`src/rtl/rgb2grey_frame_ctrl.sv`:
```
// rgb2grey_frame_ctrl
// Frame-level sequencer around a combinational shift-add RGB-to-grey
// converter. Pixels enter over valid/ready and leave from a one-deep
// registered output stage. The output stage carries start-of-frame,
// end-of-line and end-of-frame markers. Firmware starts one frame at a
// time and receives a done pulse when the frame has fully drained.

module rgb2grey_frame_ctrl #(
   parameter int IMG_W = 640,
   parameter int IMG_H = 480,
   parameter int XW    = 10,
   parameter int YW    = 9
) (
   input  logic        clk,
   input  logic        rst_n,
   input  logic        start,
   input  logic        abort,
   input  logic        s_valid,
   output logic        s_ready,
   input  logic [23:0] s_rgb,
   output logic        m_valid,
   input  logic        m_ready,
   output logic [7:0]  m_grey,
   output logic        m_sof,
   output logic        m_eol,
   output logic        m_eof,
   output logic        busy,
   output logic        done,
   output logic [15:0] frame_cnt
);

   localparam logic [1:0] ST_IDLE  = 2'd0;
   localparam logic [1:0] ST_RUN   = 2'd1;
   localparam logic [1:0] ST_DRAIN = 2'd2;
   localparam logic [1:0] ST_DONE  = 2'd3;

   localparam logic [XW-1:0] X_LAST = XW'(IMG_W - 1);
   localparam logic [YW-1:0] Y_LAST = YW'(IMG_H - 1);

   // Shift-add luma approximation; every partial sum wraps at 8 bits.
   function automatic logic [7:0] rgb_to_grey(input logic [23:0] rgb);
      logic [7:0] r;
      logic [7:0] g;
      logic [7:0] b;
      logic [7:0] sum;
      r   = rgb[23:16] >> 3'd2;
      sum = r;
      r   = r >> 3'd3;
      sum = sum + r;
      r   = r >> 3'd1;
      sum = sum + r;
      g   = rgb[15:8] >> 3'd1;
      sum = sum + g;
      g   = g >> 3'd3;
      sum = sum + g;
      g   = g >> 3'd2;
      sum = sum + g;
      g   = g >> 3'd1;
      sum = sum + g;
      b   = rgb[7:0] >> 3'd4;
      sum = sum + b;
      b   = b >> 3'd1;
      sum = sum + b;
      b   = b >> 3'd1;
      sum = sum + b;
      b   = b >> 3'd2;
      sum = sum + b;
      return sum + 8'd5;
   endfunction

   logic [1:0]    state_q, state_d;
   logic [XW-1:0] x_q, x_d;
   logic [YW-1:0] y_q, y_d;
   logic          m_valid_q;
   logic [7:0]    m_grey_q;
   logic          m_sof_q, m_eol_q, m_eof_q;
   logic          busy_q, done_q;
   logic [15:0]   frame_cnt_q, frame_cnt_d;

   logic          ready;
   logic          accept;
   logic          last_px;
   logic          out_free;

   // The output register can take a new pixel when empty or emptying this cycle.
   assign out_free = !m_valid_q || m_ready;
   assign ready    = (state_q == ST_RUN) && out_free;
   assign accept   = s_valid && ready;
   assign last_px  = (x_q == X_LAST) && (y_q == Y_LAST);

   // Frame sequencing and pixel position tracking; abort overrides everything.
   always_comb begin
      state_d     = state_q;
      x_d         = x_q;
      y_d         = y_q;
      frame_cnt_d = frame_cnt_q;
      if (abort) begin
         state_d = ST_IDLE;
         x_d     = '0;
         y_d     = '0;
      end else begin
         case (state_q)
            ST_IDLE: begin
               if (start) begin
                  state_d = ST_RUN;
                  x_d     = '0;
                  y_d     = '0;
               end else begin
                  state_d = ST_IDLE;
               end
            end
            ST_RUN: begin
               if (accept) begin
                  if (last_px) begin
                     // Final pixel: park the counters rather than wrap into a new frame.
                     state_d = ST_DRAIN;
                     x_d     = '0;
                     y_d     = '0;
                  end else if (x_q == X_LAST) begin
                     state_d = ST_RUN;
                     x_d     = '0;
                     y_d     = y_q + YW'(1);
                  end else begin
                     state_d = ST_RUN;
                     x_d     = x_q + XW'(1);
                  end
               end else begin
                  state_d = ST_RUN;
               end
            end
            ST_DRAIN: begin
               if (out_free) begin
                  state_d     = ST_DONE;
                  frame_cnt_d = frame_cnt_q + 16'd1;
               end else begin
                  state_d = ST_DRAIN;
               end
            end
            ST_DONE: begin
               state_d = ST_IDLE;
            end
            default: begin
               state_d = ST_IDLE;
            end
         endcase
      end
   end

   // Controller state, position counters and registered status outputs.
   always_ff @(posedge clk or negedge rst_n) begin
      if (!rst_n) begin
         state_q     <= ST_IDLE;
         x_q         <= '0;
         y_q         <= '0;
         busy_q      <= 1'b0;
         done_q      <= 1'b0;
         frame_cnt_q <= 16'd0;
      end else begin
         state_q     <= state_d;
         x_q         <= x_d;
         y_q         <= y_d;
         busy_q      <= (state_d != ST_IDLE);
         done_q      <= (state_d == ST_DONE);
         frame_cnt_q <= frame_cnt_d;
      end
   end

   // One-deep output stage: load on accept, empty on handshake, hold while stalled.
   always_ff @(posedge clk or negedge rst_n) begin
      if (!rst_n) begin
         m_valid_q <= 1'b0;
         m_grey_q  <= 8'd0;
         m_sof_q   <= 1'b0;
         m_eol_q   <= 1'b0;
         m_eof_q   <= 1'b0;
      end else if (abort) begin
         m_valid_q <= 1'b0;
         m_sof_q   <= 1'b0;
         m_eol_q   <= 1'b0;
         m_eof_q   <= 1'b0;
      end else if (accept) begin
         m_valid_q <= 1'b1;
         m_grey_q  <= rgb_to_grey(s_rgb);
         m_sof_q   <= (x_q == '0) && (y_q == '0);
         m_eol_q   <= (x_q == X_LAST);
         m_eof_q   <= last_px;
      end else if (m_valid_q && m_ready) begin
         m_valid_q <= 1'b0;
         m_sof_q   <= 1'b0;
         m_eol_q   <= 1'b0;
         m_eof_q   <= 1'b0;
      end
   end

   assign s_ready   = ready;
   assign m_valid   = m_valid_q;
   assign m_grey    = m_grey_q;
   assign m_sof     = m_sof_q;
   assign m_eol     = m_eol_q;
   assign m_eof     = m_eof_q;
   assign busy      = busy_q;
   assign done      = done_q;
   assign frame_cnt = frame_cnt_q;

endmodule

```
`config.mk`:
```
export PLATFORM = sky130hd
export DESIGN_NAME = rgb2grey_frame_ctrl
export DESIGN_NICKNAME = d
export VERILOG_FILES = /design/src/rtl/rgb2grey_frame_ctrl.sv
export SDC_FILE = /design/constraint.sdc
export NUM_CORES = 1
export LEC_CHECK = 0
export ABC_AREA = 1
export BUFFER_PORTS_ARGS = -buffer_cell sky130_fd_sc_hd__buf_2
export CORE_ASPECT_RATIO = 1.25
export CORE_UTILIZATION = 50
export CTS_BUF_LIST = sky130_fd_sc_hd__clkbuf_8
export CTS_CLUSTER_DIAMETER = 200
export DETAILED_ROUTE_END_ITERATION = 8
export MAX_ROUTING_LAYER = met4
export PLACE_DENSITY = 0.75
export SETUP_SLACK_MARGIN = 0.5
export SLEW_MARGIN = 10
export SYNTH_ARGS = -nofsm -noshare
export SYNTH_HDL_FRONTEND = slang
export SYNTH_SLANG_ARGS = --single-unit
```
`constraint.sdc`:
```
create_clock -name clk -period 1.5 [get_ports clk]
set_input_delay 0.3 -clock clk [delete_from_list [all_inputs] [get_ports clk]]
set_output_delay 0.3 -clock clk [all_outputs]
set_load 0.05 [all_outputs]
```
**Word level (Yosys, flattened, before mapping)**

Cells that the tools add are included.

- Bits of input ports: 30
- Register bits after elaboration: 51
- Output and inout port bits: 31

- Mux-type cells: 27
- Bitwise logic cells: 1
- Eq/ne operators: 9
- Reduce and logical (&&, ||, !) cells: 17
- Add/subtract/negate cells: 13

Operator list:

| operator | number |
|---|---|
| $mux 10 | 5 |
| $mux 9 | 5 |
| $pmux 10 s2 | 1 |
| $pmux 9 s2 | 1 |
| $add 16x1->16 const B | 1 |
| $add 8x2->8 | 2 |
| $add 8x4->8 | 2 |
| $mux 1 | 11 |
| $add 10x1->10 const B | 1 |
| $eq 10x10->1 const B | 1 |
| $logic_not 10->1 | 1 |
| $add 9x1->9 const B | 1 |
| $eq 9x9->1 const B | 1 |
| $logic_not 9->1 | 1 |
| $add 7x2->8 | 1 |
| $add 8x1->8 | 1 |
| $add 8x3->8 | 1 |
| $add 8x3->8 const B | 1 |
| $add 8x7->8 | 1 |
| $pmux 2 s4 | 1 |
| $add 6x3->7 | 1 |
| $eq 2x2->1 const B | 3 |
| $mux 2 | 3 |
| $ne 3x3->1 const B | 2 |
| other kinds (12) | 18 |

**Longest topological paths before layout**

- Depth after elaboration: 10
- Gate-level depth with buffers: 17

**Least setup slack after synthesis**

Ideal clock, no wire load.

- Path kind: input to register
- Start: input s_rgb[5]
- End: register m_grey_q[7] (netlist: m_grey[7])
- Required time: 1.382 ns
- Library setup time: 0.118 ns
- Stages: 17
- Data arrival time: 3.651 ns
- Path slack: -2.269 ns
- Path through: inv_1 fa_1 inv_1 fa_1 fa_1 inv_1 fa_1 inv_1 ha_1 inv_1 fa_1 o21ai_0 nand2_1 nand2_1 nand2_1 nand3_1 nand2_1

- Word-level cells in the longest chain between the ends: 4

RTL lines:

| element | line | RTL |
|---|---|---|
| start: declaration | 20 | `input logic [23:0] s_rgb,` |
| $add 8x4->8 | 61 | `sum = sum + b;` |
| $add 8x3->8 * | 63 | `sum = sum + b;` |
| $add 8x2->8 * | 65 | `sum = sum + b;` |
| $add 8x3->8 * | 68 | `return sum + 8'd5;` |
| end signal: assignment | 183 | `m_grey_q <= rgb_to_grey(s_rgb);` |
| end: declaration | 75 | `logic [7:0] m_grey_q;` |

Mark *: on every way between the ends. The rest lies on a longest branch, timed or not.
A chain may end at the register's enable or synchronous reset.

**Worst setup path after layout**

- Start: input s_rgb[13]
- End: register m_grey_q[7] (netlist: m_grey[7])

- Word-level cells in the longest chain between the ends: 8

RTL lines:

| element | line | RTL |
|---|---|---|
| $add 8x7->8 | 53 | `sum = sum + g;` |
| $add 8x4->8 * | 55 | `sum = sum + g;` |
| $add 8x2->8 * | 57 | `sum = sum + g;` |
| $add 8x1->8 * | 59 | `sum = sum + g;` |
| $add 8x4->8 * | 61 |  |
| $add 8x3->8 * | 63 |  |
| $add 8x2->8 * | 65 |  |
| $add 8x3->8 * | 68 |  |

Marked as above.

==> metrics.md <==
| Metric | Value |
|---|---|
| Core Util, Final | `88.41%` |
| Layout cells sized above 1 | `54.53%` |
| Family with the most delay on the worst path | `adder cells` |
| Max_slew headroom | `72.18%` |
| Setup crit end kind | `flop` |
| Sink Count | `51` |
| I/O Buffers | `53` |
| Ys async rst share | `100.0%` |
| Mean Syn Cell Area | `8.078 um2` |
| Share of the yosys chip area belonging to registers | `34.34%` |
| Clock Path Buffers | `2` |
| Final Hold Vio Count | `14` |
| Antenna Nets Post-Route | `0` |
| Synth top area share | `34.34%` |
| RSZ-0062 raised after global routing | `true` |
| Initial antenna violation count | `1` |
| Setup Slack @ Placement | `-2.226 ns` |
| Post-Layout Cell Count | `720` |
| Post-DP Area | `~4700 um2` |
| GPL Wtd Cong | `0.9133` |
| Final WL | `16.12 mm` |
| Largest net degree at the start of global routing | `38` |
| Crit-path cells | `buf_8 > inv_8 > fa_1 > inv_2 > fa_1 > fa_1 > inv_1 > fa_1 > inv_2 > ha_4 > inv_2 > fa_2 > o21ai_2 > nand2_1 > nand2_1 > nand2_1 > nand3_1 > nand2_1` |
| Worst setup path start | `s_rgb[13]` |
| Period utilisation layout | `234.2%` |
| Hold WS | `-0.09938 ns` |
| GRT Total Usage | `33.19%` |
| Flops & latches, synth | `51` |
| Final worst-path setup slack | `-2.012 ns` |
| FF+latch area | `1301 um2` |
| Row Count | `34` |
| First-pass GRT wire length | `19.23 mm` |
| Critical Path Start Type | `input port` |
| Commonest cells post-synth | `nand2_1, inv_1, dfrtp_1` |
| Die Height | `between 90 and 100 um` |
| Total chip power | `roughly 6.8 mW` |
| Post-Syn Nets | `534` |
| Count leader, synth | `nand2_1` |
| Max-Cap Viols | `0` |
| Peak VDD IR | `1351 uV` |
| Pins Over Slew Limit | `0` |
| Synthesized area | `3716 um2` |
| Placed Instances | `648` |
| Post-synth EDFFs | `0` |
| Root buffer cell | `clkbuf_8` |
| Die area | `7783 um2` |
| Vias/cell | `6.085` |
| H-tree depth | `2` |
| Initial DRC Count | `between 400 and 500` |
| Reg2Reg Depth | `6` |
| DR WL/cell | `22.38 um` |
| Total gr overflow | `0` |
| Vias in the first global route | `a little over 4,000` |
| Fillers | `304` |
| Final setup fails | `44` |
| 1st-pass router iterations | `5` |
| Setup TNS | `-15.48 ns` |
| WP buf/inv | `6` |
| Clock slew at reported path FFs | `0.10 ns` |
| Power density over the cells | `1093 nW/um2` |
| Core region area | `7062 um2` |
| Critical path depth | `18` |
| CP max stage delay | `0.54 ns` |
| Initial Utilization | `52.62%` |
| Dpl hpwl | `6.775 mm` |
| Cells after Synth | `460` |
| Crit Path Category | `in -> reg` |
| Final net count | `around 700` |
| Yosys top cell by area | `dfrtp_1` |
| CP Capture Point | `m_grey[7]` |
| Later-pin clock latency in the skew report | `between 0.3 and 0.4 ns` |
| DRC Markers | `0` |
| Failing checks | `hold timing, setup timing` |
| Clock Skew | `~0.025 ns` |
| Via count | `4,381` |
| Maximum clock frequency | `roughly 280 MHz` |
| R2R Setup Slk | `-0.25 ns` |
| TritonCTS Buffers | `5` |
| Crit Path Max Fanout | `2` |
| Synth-to-layout area growth | `68.01%` |
| Multi-input logic area | `2773 um2` |
| Slowest CP cell | `fa_1` |
| Worst Path Required | `around 1.7 ns` |
| Top Ports | `61` |
| Synth unique cells | `30` |
| Outcome | `complete, but fails checks` |
| Top post-synthesis cells by area | `dfrtp_1, nand2_1, fa_1` |
| Min Clock Period, post-route | `3.512 ns` |
| R2r startpoint | `y_q[5]` |
| CP arrival | `between 3 and 4 ns` |
| R2r endpoint | `busy` |
| Top FF cell, synth | `dfrtp_1` |
| Final Instance Area | `between 6000 and 7000 um2` |
| Yosys warning count | `0` |
| CTS tree | `built` |
| Leakage | `3.215 nW` |
| Die Width | `about 80 um` |
| Hold WC Path Type | `in -> async` |
| Worst-Margin Slew | `0.4173 ns` |
==> registers in the layout, summed over array words and instances (netlist names) <==
register   cells
frame_cnt     16
x_q           10
y_q            9
m_grey         8
state_q        2
busy           1
done           1
m_eof          1
m_eol          1
m_sof          1
m_valid        1
==> layout make-up <==
type	count	share of cell area [%]
flip-flops and latches	51	20.84
inverters	92	6.132
well taps	90	1.804
clock inverters	3	0.6012
multi-input cells	313	44.41
repair buffers	165	25.07
diodes	1	0.04008
clock buffers	5	1.102
==> layout by cell type, fill, tap and decap left out, types with 4 or more instances in the layout <==
master | netlist | layout
nand2_2 | 2 | 28
nor2_4 | 5 | 20
dfrtp_1 | 51 | 33
o21ai_2 | 1 | 12
dfrtp_2 | 0 | 17
nand4_1 | 13 | 13
buf_6 | 4 | 51
inv_4 | 0 | 4
xor2_1 | 15 | 12
nand2_8 | 0 | 5
nand2_4 | 3 | 16
o21ai_1 | 3 | 7
ha_1 | 23 | 16
ha_4 | 0 | 7
nor2_1 | 38 | 22
inv_1 | 88 | 68
buf_8 | 0 | 21
fa_1 | 21 | 19
inv_2 | 4 | 19
clkbuf_8 | 0 | 5
buf_2 | 0 | 19
nand3_1 | 31 | 17
buf_4 | 0 | 72
nand3_4 | 1 | 4
nand2_1 | 113 | 69
nand3_2 | 0 | 11
==> power breakdown <==
part	leakage [nW]	internal [mW]	switching [mW]	total (mW)
clock network	0.0607	0.489	0.547	1.04
logic	2.50	1.88	2.26	4.14
registers	0.650	1.51	0.143	1.65
total	3.21	3.88	2.95	6.82
==> cell families (layout without fill, tap and decap cells) <==
group / count (synthesis) / after routing / synth area share (%)
AOI/OAI and AO/OA: 29 / 29 / 4.141
and+or+nand+nor: 220 / 220 / 27.24
adders and majority gates: 44 / 44 / 19.06
other: 0 / 1 / 0
DFF: 51 / 51 / 34.34
buffers and inverters: 96 / 265 / 10.50
xor gates and xnor gates: 20 / 20 / 4.714
==> routing by layer <==
layer  track usage, %  share of wire (%)  vias to the layer above
met5                -                  0                        -
met2            59.81                 50                      366
li1                 -                  -                     1767
met3            5.047                8.7                      158
met4            16.22                8.6                        0
met1            34.47                 33                     2090
==> worst register-to-register path: cells and delay by family (launching register included) <==
family                 cells  cell delay, ns
AO/OA/AOI/OAI              1            0.23
buffers and inverters      1            0.19
flip-flops                 1            0.46
AND/OR/NAND/NOR            4            0.73
==> worst min-delay path by stage <==
stage               startpoint  endpoint  slack [ns]  cells past startpoint
floorplan                rst_n      busy       0.004                      0
global placement         rst_n    y_q[6]        0.24                      1
detailed placement       rst_n    y_q[6]        0.25                      1
CTS                      rst_n      busy       -0.09                      1
global route             rst_n    x_q[3]       -0.06                      1
finish                   rst_n    x_q[4]        -0.1                      1
==> repair_timing <==
item                                   CTS  global route
resized for setup                      192            80
gates cloned                             1             0
setup buffers                           34            28
pin swaps                               62            54
setup endpoints to repair               81            82
endpoints found under the hold margin   14            14
(Power assumes the default switching activity.)
